## src/rtl/alarm_controller_if.sv

```systemverilog
// Alarm controller bus: time/alarm inputs and user controls from the master side,
// stored alarm and status back from the controller.
interface alarm_controller_if;
  logic [23:0] time_in;
  logic [23:0] alarm_in;
  logic        alarm_set;
  logic        alarm_en;
  logic        snooze;
  logic        stop;
  logic [23:0] alarm_time;
  logic        ringing;
  logic [1:0]  state;
  logic [1:0]  snooze_cnt;
  logic        set_err;
  logic        missed;

  modport master (
    output time_in, alarm_in, alarm_set, alarm_en, snooze, stop,
    input  alarm_time, ringing, state, snooze_cnt, set_err, missed
  );

  modport slave (
    input  time_in, alarm_in, alarm_set, alarm_en, snooze, stop,
    output alarm_time, ringing, state, snooze_cnt, set_err, missed
  );
endinterface

```

## src/rtl/alarm_controller.sv

```systemverilog
// Alarm controller: watches the BCD time of day, rings at the stored alarm time,
// handles snooze (limited count) and an unanswered-ring timeout. One cycle = one second.
module alarm_controller #(
  parameter int unsigned SNOOZE_SEC   = 300,
  parameter int unsigned RING_TIMEOUT = 60,
  parameter int unsigned MAX_SNOOZE   = 3
) (
  input  logic         clk,
  input  logic         reset_n,
  alarm_controller_if.slave bus
);

  localparam int unsigned RingW = $clog2(RING_TIMEOUT + 1);
  localparam int unsigned SnzW  = $clog2(SNOOZE_SEC + 1);

  localparam logic [RingW-1:0] RingLast = RingW'(RING_TIMEOUT - 1);
  localparam logic [SnzW-1:0]  SnzLast  = SnzW'(SNOOZE_SEC - 1);
  // snooze_cnt is a 2-bit output, so the limit is held at that width
  localparam logic [1:0]       MaxSnz   = 2'(MAX_SNOOZE);

  typedef enum logic [1:0] {
    StIdle     = 2'b00,
    StArmed    = 2'b01,
    StRinging  = 2'b10,
    StSnoozing = 2'b11
  } state_e;

  state_e           state_q, state_d;
  logic [23:0]      alarm_q, alarm_d;
  logic [23:0]      prev_time_q;
  logic [RingW-1:0] ring_cnt_q, ring_cnt_d;
  logic [SnzW-1:0]  snz_cnt_q, snz_cnt_d;
  logic [1:0]       snooze_cnt_q, snooze_cnt_d;
  logic             set_err_q, set_err_d;
  logic             missed_q, missed_d;

  logic alarm_valid;
  logic set_ok;
  logic set_bad;
  logic match;

  function automatic logic bcd_time_valid(input logic [23:0] t);
    return (t[23:20] <= 4'd2) && (t[19:16] <= 4'd9) && (t[23:16] <= 8'h23) &&
           (t[15:12] <= 4'd5) && (t[11:8]  <= 4'd9) &&
           (t[7:4]   <= 4'd5) && (t[3:0]   <= 4'd9);
  endfunction

  assign alarm_valid = bcd_time_valid(bus.alarm_in);
  assign set_ok      = bus.alarm_set && alarm_valid;
  assign set_bad     = bus.alarm_set && !alarm_valid;
  // Edge-detect on arrival so a held or re-set clock fires only once, and a jump
  // past the alarm never fires.
  assign match       = (bus.time_in == alarm_q) && (prev_time_q != alarm_q);

  // State and datapath registers
  always_ff @(posedge clk or negedge reset_n) begin
    if (!reset_n) begin
      state_q      <= StIdle;
      alarm_q      <= 24'h000000;
      prev_time_q  <= 24'h000000;
      ring_cnt_q   <= '0;
      snz_cnt_q    <= '0;
      snooze_cnt_q <= 2'd0;
      set_err_q    <= 1'b0;
      missed_q     <= 1'b0;
    end else begin
      state_q      <= state_d;
      alarm_q      <= alarm_d;
      prev_time_q  <= bus.time_in;
      ring_cnt_q   <= ring_cnt_d;
      snz_cnt_q    <= snz_cnt_d;
      snooze_cnt_q <= snooze_cnt_d;
      set_err_q    <= set_err_d;
      missed_q     <= missed_d;
    end
  end

  // Next-state: enable, then alarm load, then stop, snooze, match/timers
  always_comb begin
    state_d      = state_q;
    alarm_d      = alarm_q;
    ring_cnt_d   = ring_cnt_q;
    snz_cnt_d    = snz_cnt_q;
    snooze_cnt_d = snooze_cnt_q;
    set_err_d    = set_bad;
    missed_d     = missed_q;

    // Loading happens even when disabled; only the state is forced to idle.
    if (set_ok) begin
      alarm_d      = bus.alarm_in;
      ring_cnt_d   = '0;
      snz_cnt_d    = '0;
      snooze_cnt_d = 2'd0;
      missed_d     = 1'b0;
    end

    if (bus.stop) begin
      missed_d = 1'b0;
    end

    if (!bus.alarm_en) begin
      state_d = StIdle;
    end else if (set_ok) begin
      state_d = StArmed;
    end else begin
      unique case (state_q)
        StIdle: begin
          state_d = StArmed;
        end
        StArmed: begin
          if (match) begin
            state_d      = StRinging;
            ring_cnt_d   = '0;
            snooze_cnt_d = 2'd0;
          end
        end
        StRinging: begin
          ring_cnt_d = ring_cnt_q + RingW'(1);
          if (bus.stop) begin
            state_d      = StArmed;
            snooze_cnt_d = 2'd0;
          end else if (bus.snooze && (snooze_cnt_q < MaxSnz)) begin
            state_d      = StSnoozing;
            snooze_cnt_d = snooze_cnt_q + 2'd1;
            snz_cnt_d    = '0;
          end else if (ring_cnt_q == RingLast) begin
            state_d  = StArmed;
            missed_d = 1'b1;
          end
        end
        StSnoozing: begin
          snz_cnt_d = snz_cnt_q + SnzW'(1);
          if (bus.stop) begin
            state_d      = StArmed;
            snooze_cnt_d = 2'd0;
          end else if (snz_cnt_q == SnzLast) begin
            state_d    = StRinging;
            ring_cnt_d = '0;
          end
        end
        default: state_d = StIdle;
      endcase
    end
  end

  assign bus.alarm_time = alarm_q;
  assign bus.ringing    = (state_q == StRinging);
  assign bus.state      = state_q;
  assign bus.snooze_cnt = snooze_cnt_q;
  assign bus.set_err    = set_err_q;
  assign bus.missed     = missed_q;

endmodule

```

## src/flat_wrapper.sv

```systemverilog
// flat-port wrapper written by rule: the top's interface ports become plain ports
module alarm_controller_flat 
#(
  parameter int unsigned SNOOZE_SEC   = 300,
  parameter int unsigned RING_TIMEOUT = 60,
  parameter int unsigned MAX_SNOOZE   = 3
)
  (clk, reset_n, bus_time_in, bus_alarm_in, bus_alarm_set, bus_alarm_en, bus_snooze, bus_stop, bus_alarm_time, bus_ringing, bus_state, bus_snooze_cnt, bus_set_err, bus_missed);
  alarm_controller_if bus_i ();
  input  logic clk;
  input  logic reset_n;
  input wire logic [$bits(bus_i.time_in)-1:0] bus_time_in;
  input wire logic [$bits(bus_i.alarm_in)-1:0] bus_alarm_in;
  input wire logic [$bits(bus_i.alarm_set)-1:0] bus_alarm_set;
  input wire logic [$bits(bus_i.alarm_en)-1:0] bus_alarm_en;
  input wire logic [$bits(bus_i.snooze)-1:0] bus_snooze;
  input wire logic [$bits(bus_i.stop)-1:0] bus_stop;
  output wire logic [$bits(bus_i.alarm_time)-1:0] bus_alarm_time;
  output wire logic [$bits(bus_i.ringing)-1:0] bus_ringing;
  output wire logic [$bits(bus_i.state)-1:0] bus_state;
  output wire logic [$bits(bus_i.snooze_cnt)-1:0] bus_snooze_cnt;
  output wire logic [$bits(bus_i.set_err)-1:0] bus_set_err;
  output wire logic [$bits(bus_i.missed)-1:0] bus_missed;
  assign bus_i.time_in = bus_time_in;
  assign bus_i.alarm_in = bus_alarm_in;
  assign bus_i.alarm_set = bus_alarm_set;
  assign bus_i.alarm_en = bus_alarm_en;
  assign bus_i.snooze = bus_snooze;
  assign bus_i.stop = bus_stop;
  assign bus_alarm_time = bus_i.alarm_time;
  assign bus_ringing = bus_i.ringing;
  assign bus_state = bus_i.state;
  assign bus_snooze_cnt = bus_i.snooze_cnt;
  assign bus_set_err = bus_i.set_err;
  assign bus_missed = bus_i.missed;
  alarm_controller #(.SNOOZE_SEC(SNOOZE_SEC), .RING_TIMEOUT(RING_TIMEOUT), .MAX_SNOOZE(MAX_SNOOZE)) u_core (.clk(clk), .reset_n(reset_n), .bus(bus_i));
endmodule
```

## config.mk

```make
export PLATFORM = sky130hd
export DESIGN_NAME = alarm_controller_flat
export DESIGN_NICKNAME = d
export VERILOG_FILES = /design/src/rtl/alarm_controller_if.sv /design/src/rtl/alarm_controller.sv /design/src/flat_wrapper.sv
export SDC_FILE = /design/constraint.sdc
export NUM_CORES = 1
export LEC_CHECK = 0
export CAP_MARGIN = 20
export CORE_MARGIN = 1.5
export CORE_UTILIZATION = 46
export CTS_BUF_LIST = sky130_fd_sc_hd__clkbuf_2
export DETAILED_ROUTE_END_ITERATION = 12
export MAX_ROUTING_LAYER = met4
export PLACE_DENSITY = 0.82
export SKIP_LAST_GASP = 1
export SYNTH_ARGS = -nofsm -noshare
export SYNTH_HDL_FRONTEND = slang
export SYNTH_SLANG_ARGS = --single-unit
```

## constraint.sdc

```tcl
create_clock -name clk -period 1.7 [get_ports clk]
set_clock_uncertainty 0.15 [all_clocks]
set_input_delay 0.51 -clock clk [delete_from_list [all_inputs] [get_ports clk]]
set_output_delay 0.51 -clock clk [all_outputs]
set_load 0.1 [all_outputs]
```

== After elaboration in Yosys (flattened, before gate mapping) ==
Cells that the tools add are included.
Operators by class
  muxes and demuxes: 38
  reductions and logical operators: 13
  eq/ne operators: 10
  $lt $le $gt $ge: 8
  add/subtract/negate cells: 3
Operators with widths (count)
  9-bit two-way mux: 5
  6-bit two-way mux: 6
  2-bit two-way mux: 15
  24-bit equality test: 1
  24-bit inequality test: 1
  6-bit case mux with 3 select lines: 1
  9-bit case mux with 2 select lines: 1
  4-bit <= comparator (second input constant): 3
  1-bit logical AND: 10
  9-bit by 1-bit adder with 9-bit output (second input constant): 1
  9-bit equality test (second input constant): 1
  4-bit by 3-bit <= comparator with 1-bit output (second input constant): 2
  8-bit by 6-bit <= comparator with 1-bit output (second input constant): 1
  1-bit two-way mux: 8
  2-bit case mux with 4 select lines: 1
  6-bit by 1-bit adder with 6-bit output (second input constant): 1
  6-bit equality test (second input constant): 1
  6-bit by 3-bit inequality test with 1-bit output (second input constant): 1
  2-bit case mux with 3 select lines: 1
  5-bit by 3-bit inequality test with 1-bit output (second input constant): 1
  2-bit equality test (second input constant): 2
  4-bit by 2-bit <= comparator with 1-bit output (second input constant): 1
  4-bit by 2-bit inequality test with 1-bit output (second input constant): 1
  3-bit AND reduction: 1
  other kinds (5): 5
Storage, ports and cells
  flip-flop bits (word level): 69
  logic and storage cells: 80

== Logic depth before layout (Yosys ltp) ==
  depth after elaboration: 16
  mapped depth: 7
  mapped depth without buffers: 6

== Least setup slack after synthesis ==
Ideal clock, no wire load.
  path kind: register to register
  from: register u_core.state_q[1] (netlist: u_core.bus.state[1])
  to: register u_core.ring_cnt_q[5]
  slack: -2045 ps
  path buffers: 1
  arrival: 3518 ps
  stages on the path, launching flop included: 7
  required time: 1473 ps
  path through: dfrtp_1 buf_2 nor2b_1 nand2_1 nor3_1 o211ai_1 o21ai_1
Between the ends
  cells in the longest elaborated chain, start to end: 4
RTL lines
  start, declared: line alarm_controller.sv:28  | state_e state_q, state_d;
  start signal, assigned: line alarm_controller.sv:58  | state_q <= StIdle;
  start signal, assigned: line alarm_controller.sv:67  | state_q <= state_d;
  2-bit equality test
  via bus_ringing: line flat_wrapper.sv:19  | output wire logic [$bits(bus_i.ringing)-1:0] bus_ringing;
  6-bit case mux with 3 select lines: line alarm_controller.sv:106  | unique case (state_q)
  6-bit two-way mux: line alarm_controller.sv:103  | end else if (set_ok) begin
  6-bit two-way mux: line alarm_controller.sv:101  | if (!bus.alarm_en) begin
  via u_core.ring_cnt_d[5]: line alarm_controller.sv:31  | logic [RingW-1:0] ring_cnt_q, ring_cnt_d;
  end signal, assigned: line alarm_controller.sv:70  | ring_cnt_q <= ring_cnt_d;
  end, declared: line alarm_controller.sv:31
The timed path passes the listed nets, and every way through them passes these cells.
A chain may end at the register's enable or synchronous reset.

== Worst setup path after layout ==
  from: register u_core.alarm_q[0] (netlist: u_core.bus.alarm_time[0])
  to: register u_core.ring_cnt_q[4]
Between the ends
  cells in the longest elaborated chain, start to end: 6
RTL lines
  start, declared: line alarm_controller.sv:29  | logic [23:0] alarm_q, alarm_d;
  start signal, assigned: line alarm_controller.sv:68  | alarm_q <= alarm_d;
  24-bit equality test / 24-bit inequality test (equally long branches): line alarm_controller.sv:53  | assign match = (bus.time_in == alarm_q) && (prev_time_q != alarm_q);
  1-bit logical AND (*): line alarm_controller.sv:53
  6-bit two-way mux (*): line alarm_controller.sv:111  | if (match) begin
  6-bit case mux with 3 select lines (*): line alarm_controller.sv:106
  6-bit two-way mux (*): line alarm_controller.sv:103
  6-bit two-way mux (*): line alarm_controller.sv:101
  via u_core.ring_cnt_d[4]: line alarm_controller.sv:31
The timed path passes the listed nets; every way through them passes the cells marked *.

==> impl_results.md <==
* Status: finished with violations
* Violated checks: negative setup slack
* Endpoints failing setup at 54
* Ys Warns at 0
* 1st-iter DRT viols at 495
* Input/output buffers at 84
* Critical-path cell list: buf_4 > xor2_1 > nor4_1 > nand2_1 > a2111oi_4 > buf_4 > o21ai_1
* Mapped Area at 3450 µm²
* Fin crit period at 2.47 ns
* FF-to-FF End: u_core.ring_cnt_q[4]
* Gate Count Post-Synth at 348
* DRC at 0
* Crit-path max FO at 6
* Top-area cell type share of the netlist area at 50.1%
* Clock root cell: clkbuf_2
* Mean routed wirelength per cell at 26.8 µm
* RSZ-0062 raised after global routing: true
* Syn nets at 405
* CTS tree: done
* Placed Cells at 599
* Count of cell types in the netlist at 46
* Final wirelength at 17400 µm
* Final net count at 603
* Die X at 89.6 µm
* H-tree levels at 3
* Cell accounting for the most synthesized area: dfrtp_1
* Util after Layout at 87.0%
* Share of power burned in registers at 42.1%
* Cts bufs inserted at 9
* Hold Path Class: in -> reg
* Routed vias at 4197
* CP Class: reg -> reg
* CP max stage delay at 0.55 ns
* Worst vdd ir at 0.564 mV
* Hold Slack at 0.0380 ns
* Slew at the pin closest to its max-slew limit at 0.806 ns
* CP max stage cell: dfrtp_4
* Crit path DAT at 2.77 ns
* Seq/Total Area, Yosys at 50.1%
* Area grow syn2layout at 83.2%
* Critical Path Sink Type: flop
* Post-route cell area at 6310 µm²
* Share of the cycle needed by the critical path after routing at 145%
* Setup ws final at -0.772 ns
* Max Fclk at 405 MHz
* Fin. Hold Viols at 0
* Worst-path clk slew at 0.24 ns
* Final Max Slew Viols at 0
* Combinational power share at 37.3%
* Buf/Inv on CP at 2
* Power, Total at 0.00463 W
* Die H at 89.6 µm
* FF-to-FF path depth at 7
* Max_cap viols at 0
* Startpoint Class: flop
* HPWL after DPL at 8110 µm
* Via density at 6.45
* CP endpoint: u_core.ring_cnt_q[4]
* Worst R2R Start: u_core.bus.alarm_time[0]
* Max-slew headroom at 45.8%
* Cell repeated most along the worst path: buf_4
* First-pass GRT wire length at 20600 µm
* # rows at 31
* Total core area at 7250 µm²
* Net Sw Power at 0.00188 W
* GRT Residual Overflow at 0
* Starting density of the core at 47.5%
* Dominant cells by area after synthesis: dfrtp_1, nand2_1, xnor2_1
* Levels on crit path at 7
* Pin count of the biggest net entering global routing at 30
* Area after DPL at 5450 µm²
* Die area at 8020 µm²
* Clock buffer depth at 2
* Drt pass-1 iters at 6
* Initial antenna violation count at 1
* Worst EP required at 2.00 ns
* Clock latency on the worst-skew pair at 0.63 ns
* Top_reg_cell synth: dfrtp_1
* Async set-reset flop share out of synthesis at 100%
* Vias in the first global route at 3820
* Clk network pwr share at 20.7%
* Sw Ratio at 40.5%
* Post-Layout Cell Count at 651
* Delay-heaviest family, CP: simple AND/OR/NAND/NOR gates
* Antenna Nets Post-Route at 0
* CP startpoint: u_core.bus.alarm_time[0]
* #FFs+latches synth at 69
* Avg Inst Size Synth at 9.90 µm²
* Layout cells sized above 1 at 45.4%
* Ports at 85
* Gr usage total at 36.9%
* Number of flops mapped to enable cells by yosys at 0
* Reg2Reg Setup Slack at -0.77 ns
* Pint at 0.00275 W
* RD Place Congestion at 0.919
* Num Clock Sinks at 69
* LEAKAGE at 2.82 nW
* Pwr Density at 733 nW/µm²
==> state kept, by name, summed over array words and instances (netlist names) <==
signal	cells
u_core.bus.missed	1
u_core.ring_cnt_q	6
u_core.bus.set_err	1
u_core.prev_time_q	24
u_core.bus.state	2
u_core.bus.snooze_cnt	2
u_core.snz_cnt_q	9
u_core.bus.alarm_time	24
==> cell usage after synthesis (2+ instances only) <==
library cell	number
nor4_2	3
nor4_4	2
a22oi_1	3
xor2_1	24
nand4_1	8
o211ai_1	8
o21ai_0	13
nor4_1	5
nor2b_1	3
and4_1	2
and3_1	3
buf_2	4
nand2_1	72
o21ai_1	6
ha_1	3
nor3_1	4
dfrtp_1	69
xnor2_1	24
nand2b_1	2
or3_1	2
a31oi_1	3
clkbuf_1	10
inv_1	3
a211oi_1	4
nand3_1	15
a21oi_1	8
and2_1	8
nor3b_1	2
a21boi_0	2
nor2_1	14
o221ai_1	4
==> stage by stage <==
stage | worst slack, ns | setup TNS (ns)
after floorplan | -0.390 | -5.73
after global placement | -0.946 | -31.30
after detailed placement | -1.05 | -33.60
after CTS | -0.574 | -16.47
after global routing | -0.715 | -22.13
final | -0.772 | -21.51
==> worst register-to-register path: cells and delay by family, from the launching register on <==
family,cells,cell delay [ns]
AO/OA/AOI/OAI,2,0.41
XOR/XNOR,1,0.20
buffers and inverters,2,0.36
flip-flops,1,0.55
AND/OR/NAND/NOR,2,0.67
==> layout make-up <==
type                    instances  area, µm²
flip-flops and latches         69       1830
inverters                       3       11.3
repair buffers                201       2280
clock buffers                   9       45.0
multi-input cells             262       1970
well taps                      99        124
fillers                       287        942
clock inverters                 7       51.3
diodes                          1       2.50
==> worst min-delay path by stage <==
| stage | cells after the start | slack [ns] | startpoint | endpoint |
|---|---|---|---|---|
| 2_1_floorplan | 0 | 0.06 | reset_n | u_core.bus.alarm_time[16] |
| 4_1_cts | 3 | 0.16 | bus_alarm_in[17] | u_core.bus.alarm_time[17] |
| 3_5_place_dp | 1 | 0.31 | reset_n | u_core.prev_time_q[5] |
| 5_1_grt | 3 | 0.03 | bus_alarm_in[6] | u_core.bus.alarm_time[6] |
| 6_report | 3 | 0.04 | bus_alarm_in[6] | u_core.bus.alarm_time[6] |
| 3_3_place_gp | 1 | 0.31 | reset_n | u_core.prev_time_q[5] |
==> timing repair <==
| item | CTS | global route |
|---|---|---|
| resized for setup | 62 | 58 |
| gates cloned | 3 | 1 |
| buffers inserted | 19 | 16 |
| hold endpoints to repair | 14 | 0 |
| pin swaps | 15 | 28 |
| hold buffers | 1 | 0 |
| setup endpoints to repair | 75 | 75 |
==> cells by family (layout without fill, tap and decap cells) <==
group,Yosys count,after routing,share of synthesized area (%)
other,0,1,0
buffers and inverters,17,220,2.00
XOR/XNOR,48,48,12.2
AND/OR/NAND/NOR,151,151,22.6
adder cells (fa/ha/maj),3,3,1.09
AO/OA/AOI/OAI,60,60,12.0
flip-flops,69,69,50.1
==> cells in the final DEF, fill, tap and decap left out, types with 4 or more instances in the layout <==
cell / n
nand2_1: 70
xor2_1: 22
buf_12: 35
buf_4: 71
clkbuf_2: 9
nand3_1: 14
o21ai_2: 8
buf_6: 38
o211ai_1: 8
clkdlybuf4s50_1: 36
and2_1: 7
dlymetal6s2s_1: 7
clkinvlp_4: 5
nor2_1: 10
nor4_2: 4
o221ai_1: 4
xnor2_1: 19
nand4_1: 8
o21ai_1: 9
dlygate4sd2_1: 9
dfrtp_1: 41
xnor2_2: 5
dfrtp_4: 26
==> power groups by stage <==
stage,registers [W],logic (W),clock network [W]
CTS,0.00191,0.00149,0.000863
global placement,0.00193,0.00136,0
finish,0.00195,0.00172,0.000956
global route,0.00195,0.00177,0.000997
detailed placement,0.00194,0.00140,0
floorplan,0.00225,0.000396,0
==> layer usage <==
metal | vias to the layer above | routed length (µm) | global-route usage, %
met3 | 188 | 1620 | 7.48
met4 | 0 | 1670 | 18.5
met1 | 1975 | 5790 | 42.4
li1 | 1610 | - | -
met2 | 424 | 8360 | 61.1
met5 | - | 0 | -
Note: power is estimated with default switching activity, not from simulation.
==> RTL edit 1, RTL diff (same settings) <==
`SNOOZE_SEC` is set to 300 in 2 places; all go to 1200.
--- a/src/rtl/alarm_controller.sv
+++ b/src/rtl/alarm_controller.sv
@@ -3,3 +3,3 @@
 module alarm_controller #(
-  parameter int unsigned SNOOZE_SEC   = 300,
+  parameter int unsigned SNOOZE_SEC   = 1200,
   parameter int unsigned RING_TIMEOUT = 60,
--- a/src/flat_wrapper.sv
+++ b/src/flat_wrapper.sv
@@ -3,3 +3,3 @@
 #(
-  parameter int unsigned SNOOZE_SEC   = 300,
+  parameter int unsigned SNOOZE_SEC   = 1200,
   parameter int unsigned RING_TIMEOUT = 60,
Formal check against the unedited RTL: no difference found for any inputs over 10 cycles, from zero or initial values and one cycle with reset_n low; that may be too few to reach the edited logic, so the function may still have changed.
==> RTL edit 1 against the unedited design <==
- the run still ends with negative setup slack left
- total power fell by 1.9%
- area after synthesis rose by 4.4%
- fmax is 11% lower
- design area increased by 4.3%
- sequential cell count up 2
- setup slack got worse by 0.31 ns
- critical path depth increased by 1
- routed wire length grew 1.8%
- critical path type unchanged
- critical endpoint unchanged
==> RTL edit 1: results (changes against the unedited design) <==
Place
  – Placed Cells: 640 (+6.8%)
  – GP Congestion: 0.9288 (+1.1%)
  – Pre-CTS WS: -0.9003 ns (+0.1483 ns)

Critical path
  – CP max stage cell: nor4_2
  – Worst-path maximum fanout: 9 (+3)
  – Worst r2r src: u_core.bus.alarm_time[2]
  – Critical Path Source: u_core.bus.alarm_time[2]

Power
  – Leak: 2.987 nW (+5.8%)
  – PD cells: 690.0 nW/µm² (-5.9%)

Global routing
  – Pin count of the biggest net entering global routing: 72 (+140%)
  – Number of global-route vias before repair: 4193 (+9.8%)
  – Total global-route track usage: 37.38% (+0.51 points)

Layout
  – Data buffer area share: 36.50% (+0.32 points)
  – Inverters: 2 (-1)
  – Multi-input logic portion of the cell area: 30.72% (-0.44 points)
  – Multi-input gates: 289 (+10%)

Yosys
  – Sequential share of the synthesized area: 49.41% (-0.70 points)
  – Synth Instances: 376 (+8.0%)
  – Most instantiated cells after synthesis: nand2_1, dfrtp_1, xnor2_1, xor2_1, nor2_1
  – Adder-Cell Fraction of Synth Area: 1.044% (-0.045 points)
  – Post-synthesis xor/xnor area fraction: 11.69% (-0.51 points)

Outcome
  – Status: finished with violations
  – Failing checks: negative setup slack

Worst hold path
  – Hold EP: u_core.bus.alarm_time[10]

Detailed routing
  – Initial DRC Count: 592 (+20%)
  – Vias: 4460 (+6.3%)
  – Per-cell routed wire length: 25.45 µm (-5.0%)

STA
  – PnR worst setup slack: -1.085 ns (-0.3127 ns)
  – Slew @ Worst Pin: 0.6138 ns (-0.1918 ns)
  – Final setup fails: 54 (unchanged)

Clock network
  – Gates resized, CTS repair: 70 (+13%)
==> RTL edit 1: cell types whose count changed in the layout (fill, tap and decap cells not counted), sizes merged, moves of 4 or more <==
cell / unedited run / this run
nor4: 10 / 14
a21oi: 8 / 13
buf: 147 / 162
o211ai: 8 / 3
nor2: 14 / 23
o21ai: 19 / 26
==> RTL edit 1: report_power, final <==
group          switching, W  total, W  internal (W)
Clock              0.000716   0.00135      0.000635
Sequential        0.0000965   0.00189       0.00179
Combinational      0.000742   0.00130      0.000561
==> RTL edit 1: cell families after synthesis <==
logic type | Yosys count
adder cells (fa/ha/maj) | 3
AND/OR/NAND/NOR | 170
buffers and inverters | 16
XOR/XNOR | 48
flip-flops | 71
AO/OA/AOI/OAI | 68
==> RTL edit 1: layer usage <==
layer	up-vias	GRT usage [%]	wire length, µm
li1	1749	-	-
met1	2157	41.54	6037
met2	404	62.25	8437
met3	150	9.296	1864
met4	0	19.01	1421
met5	-	-	0
==> RTL edit 2, RTL diff (same flow settings) <==
Made on the original files. Reset style: synchronous (`reset_n`), changed in one clocked block.
--- a/src/rtl/alarm_controller.sv
+++ b/src/rtl/alarm_controller.sv
@@ -55,3 +55,3 @@
   // State and datapath registers
-  always_ff @(posedge clk or negedge reset_n) begin
+  always_ff @(posedge clk) begin
     if (!reset_n) begin
Behaviour: differs if reset_n is asserted again (counterexample within 4 cycles, from zero or initial values and one cycle with reset_n low); with reset_n held inactive, the same outputs for 10 cycles.
==> RTL edit 2 against the unedited design <==
- routed wire length down 6.6%
- highest routed layer unchanged
- count of clock-buffer cells in the layout up 3
- area after synthesis down 4.8%
- design area decreased by 3.2%
- sequential cell count is the same
- first-iteration DRC count shrank 29%
- synthesized cell count rose by 0.86%
- via count fell by 4.9%
- setup slack improved by 0.30 ns
- fmax is 14% higher
- the flow still finishes with violations (negative setup slack)
Power is not compared: it rests on default switching activity, and its combinational part moved more than twofold at a synthesized area within 25%.
==> RTL edit 2: results (changes against the unedited design) <==
Yosys
  – Mux contribution to synthesized area: 6.407% (+6.4 points)
  – Ranking of synthesized cells by area: dfxtp_1, mux2i_1, xnor2_1
  – Adder-Cell Fraction of Synth Area: 1.144% (+0.055 points)
  – Sequential share of the synthesized area: 42.11% (-8.0 points)
  – Distinct cell type count after synthesis: 46 (unchanged)
  – Synth Net Count: 408 (+0.74%)
  – Synth Instances: 351 (+0.86%)
  – Synth async-reset ratio: 0% (-100 points)
  – Synth Warn #: 0 (unchanged)
  – Synth Area in Compound Gates: 11.94% (-0.081 points)
  – Most instantiated cells after synthesis: dfxtp_1, nor2_1, and2_1
  – Post-synthesis xor/xnor area fraction: 12.81% (+0.61 points)

STA
  – Slew @ Worst Pin: 0.5970 ns (-0.2086 ns)
  – Fin Setup TNS: -11.56 ns (+9.953 ns)
  – PnR worst setup slack: -0.4683 ns (+0.3034 ns)
  – Final setup fails: 63 (+17%)

Global routing
  – Total global-route track usage: 36.70% (-0.18 points)
  – First-pass GRT wire length: 19970 µm (-3.2%)
  – Pin count of the biggest net entering global routing: 21 (-30%)
  – Met1 usage: 40.07% (-2.3 points)
  – Number of global-route vias before repair: 3765 (-1.4%)
  – GRT met3 Usage: 6.919% (-0.56 points)
  – Initial antenna violation count: 0 (-1)
  – Met2 usage: 61.47% (+0.41 points)

Worst hold path
  – Worst hold start: bus_alarm_in[17]
  – Worst hold path type: primary input to register

Critical path
  – Worst-path maximum fanout: 6 (unchanged)
  – Slowest Stage Delay on Critical Path: 0.48 ns (-0.07 ns)
  – CP max stage cell: xnor2_1
  – Critical path arrival: 2.45 ns (-0.32 ns)
  – Cell family with most CP delay: XOR/XNOR gates
  – Critical Path Source: u_core.bus.alarm_time[19]

Place
  – Pre-CTS WS: -1.046 ns (+0.002240 ns)
  – Post-DP Area: 5225 µm² (-4.2%)
  – Port Buf Inserts: 84 (unchanged)
  – Placed Cells: 592 (-1.2%)
  – GP Congestion: 0.8752 (-4.8%)
  – HPWL Detailed: 7428 µm (-8.5%)

Detailed routing
  – DRT Pass-1 Iters: 5 (-1)
  – WL final: 16290 µm (-6.6%)
  – Met1 wire length: 5572 µm (-3.8%)
  – Initial DRC Count: 353 (-29%)
  – # DRC: 0 (unchanged)
  – Met3 WL: 1609 µm (-0.74%)
  – Max Used Layer: met4
  – Met2 Wirelength: 7620 µm (-8.9%)
  – Vias: 3991 (-4.9%)

Layout
  – Fraction of layout cells with a size suffix above 1: 47.61% (+2.2 points)
  – Final net count: 596 (-1.2%)
  – Final Non-Filler Cells: 640 (-1.7%)
  – ANT cells: 0 (-1)

Clock network
  – CTS Buf Count: 9 (unchanged)
  – CTS clk-pin slew, worst paths: 0.23 ns
  – CTS H-tree lvls: 3 (unchanged)
  – Worst-Skew Late Latency: 0.56 ns (-0.07 ns)

Outcome
  – Status: finished with violations
  – Failing checks: negative setup slack

Power
  – Leak: 2.403 nW
-- RTL edit 2: worst register-to-register path, delay by kind of cell, from the launching register on --
kind / cells / cell delay [ns]
flip-flops: 1 / 0.40
AND/OR/NAND/NOR: 2 / 0.33
buffers and inverters: 3 / 0.45
AO/OA/AOI/OAI: 2 / 0.30
XOR/XNOR: 1 / 0.48
-- RTL edit 2: path summary, 6_finish.rpt --
path	endpoint	slack, ns	cells past startpoint
worst min-delay path	u_core.bus.alarm_time[17]	0.14	3
worst max-delay path	u_core.ring_cnt_q[2]	-0.47	8
worst max register to register	u_core.ring_cnt_q[2]	-0.47	8
worst min register to register	u_core.bus.alarm_time[23]	0.39	1
-- RTL edit 2: cells by family (layout without fill, tap and decap cells) --
family,count (synthesis),in the layout
simple gates,136,136
xor+xnor,48,48
compound gates,53,53
mux,21,21
buf+inv,21,214
fa+ha+maj,3,3
flops,69,69
-- RTL edit 2: where the power goes --
group	internal [W]	switching, W	leakage (nW)	total, W
Combinational	0.000262	0.000295	1.76	0.000557
Sequential	0.00161	0.0000335	0.587	0.00165
Clock	0.000198	0.000663	0.0608	0.000861
-- RTL edit 2: layout make-up --
class / instances / area [µm²]
repair buffers: 193 / 2130
fillers: 257 / 721.9
flip-flops and latches: 69 / 1490
well taps: 96 / 120.1
multi-input cells: 261 / 2273
clock buffers: 12 / 60.06
clock inverters: 4 / 17.52
inverters: 5 / 18.77
-- RTL edit 2: what timing repair did --
item,4_1_cts,5_1_grt
pin swaps,29,32
resized for setup,100,71
gates cloned,2,0
endpoints found under the setup margin,75,71
buffers inserted,26,10
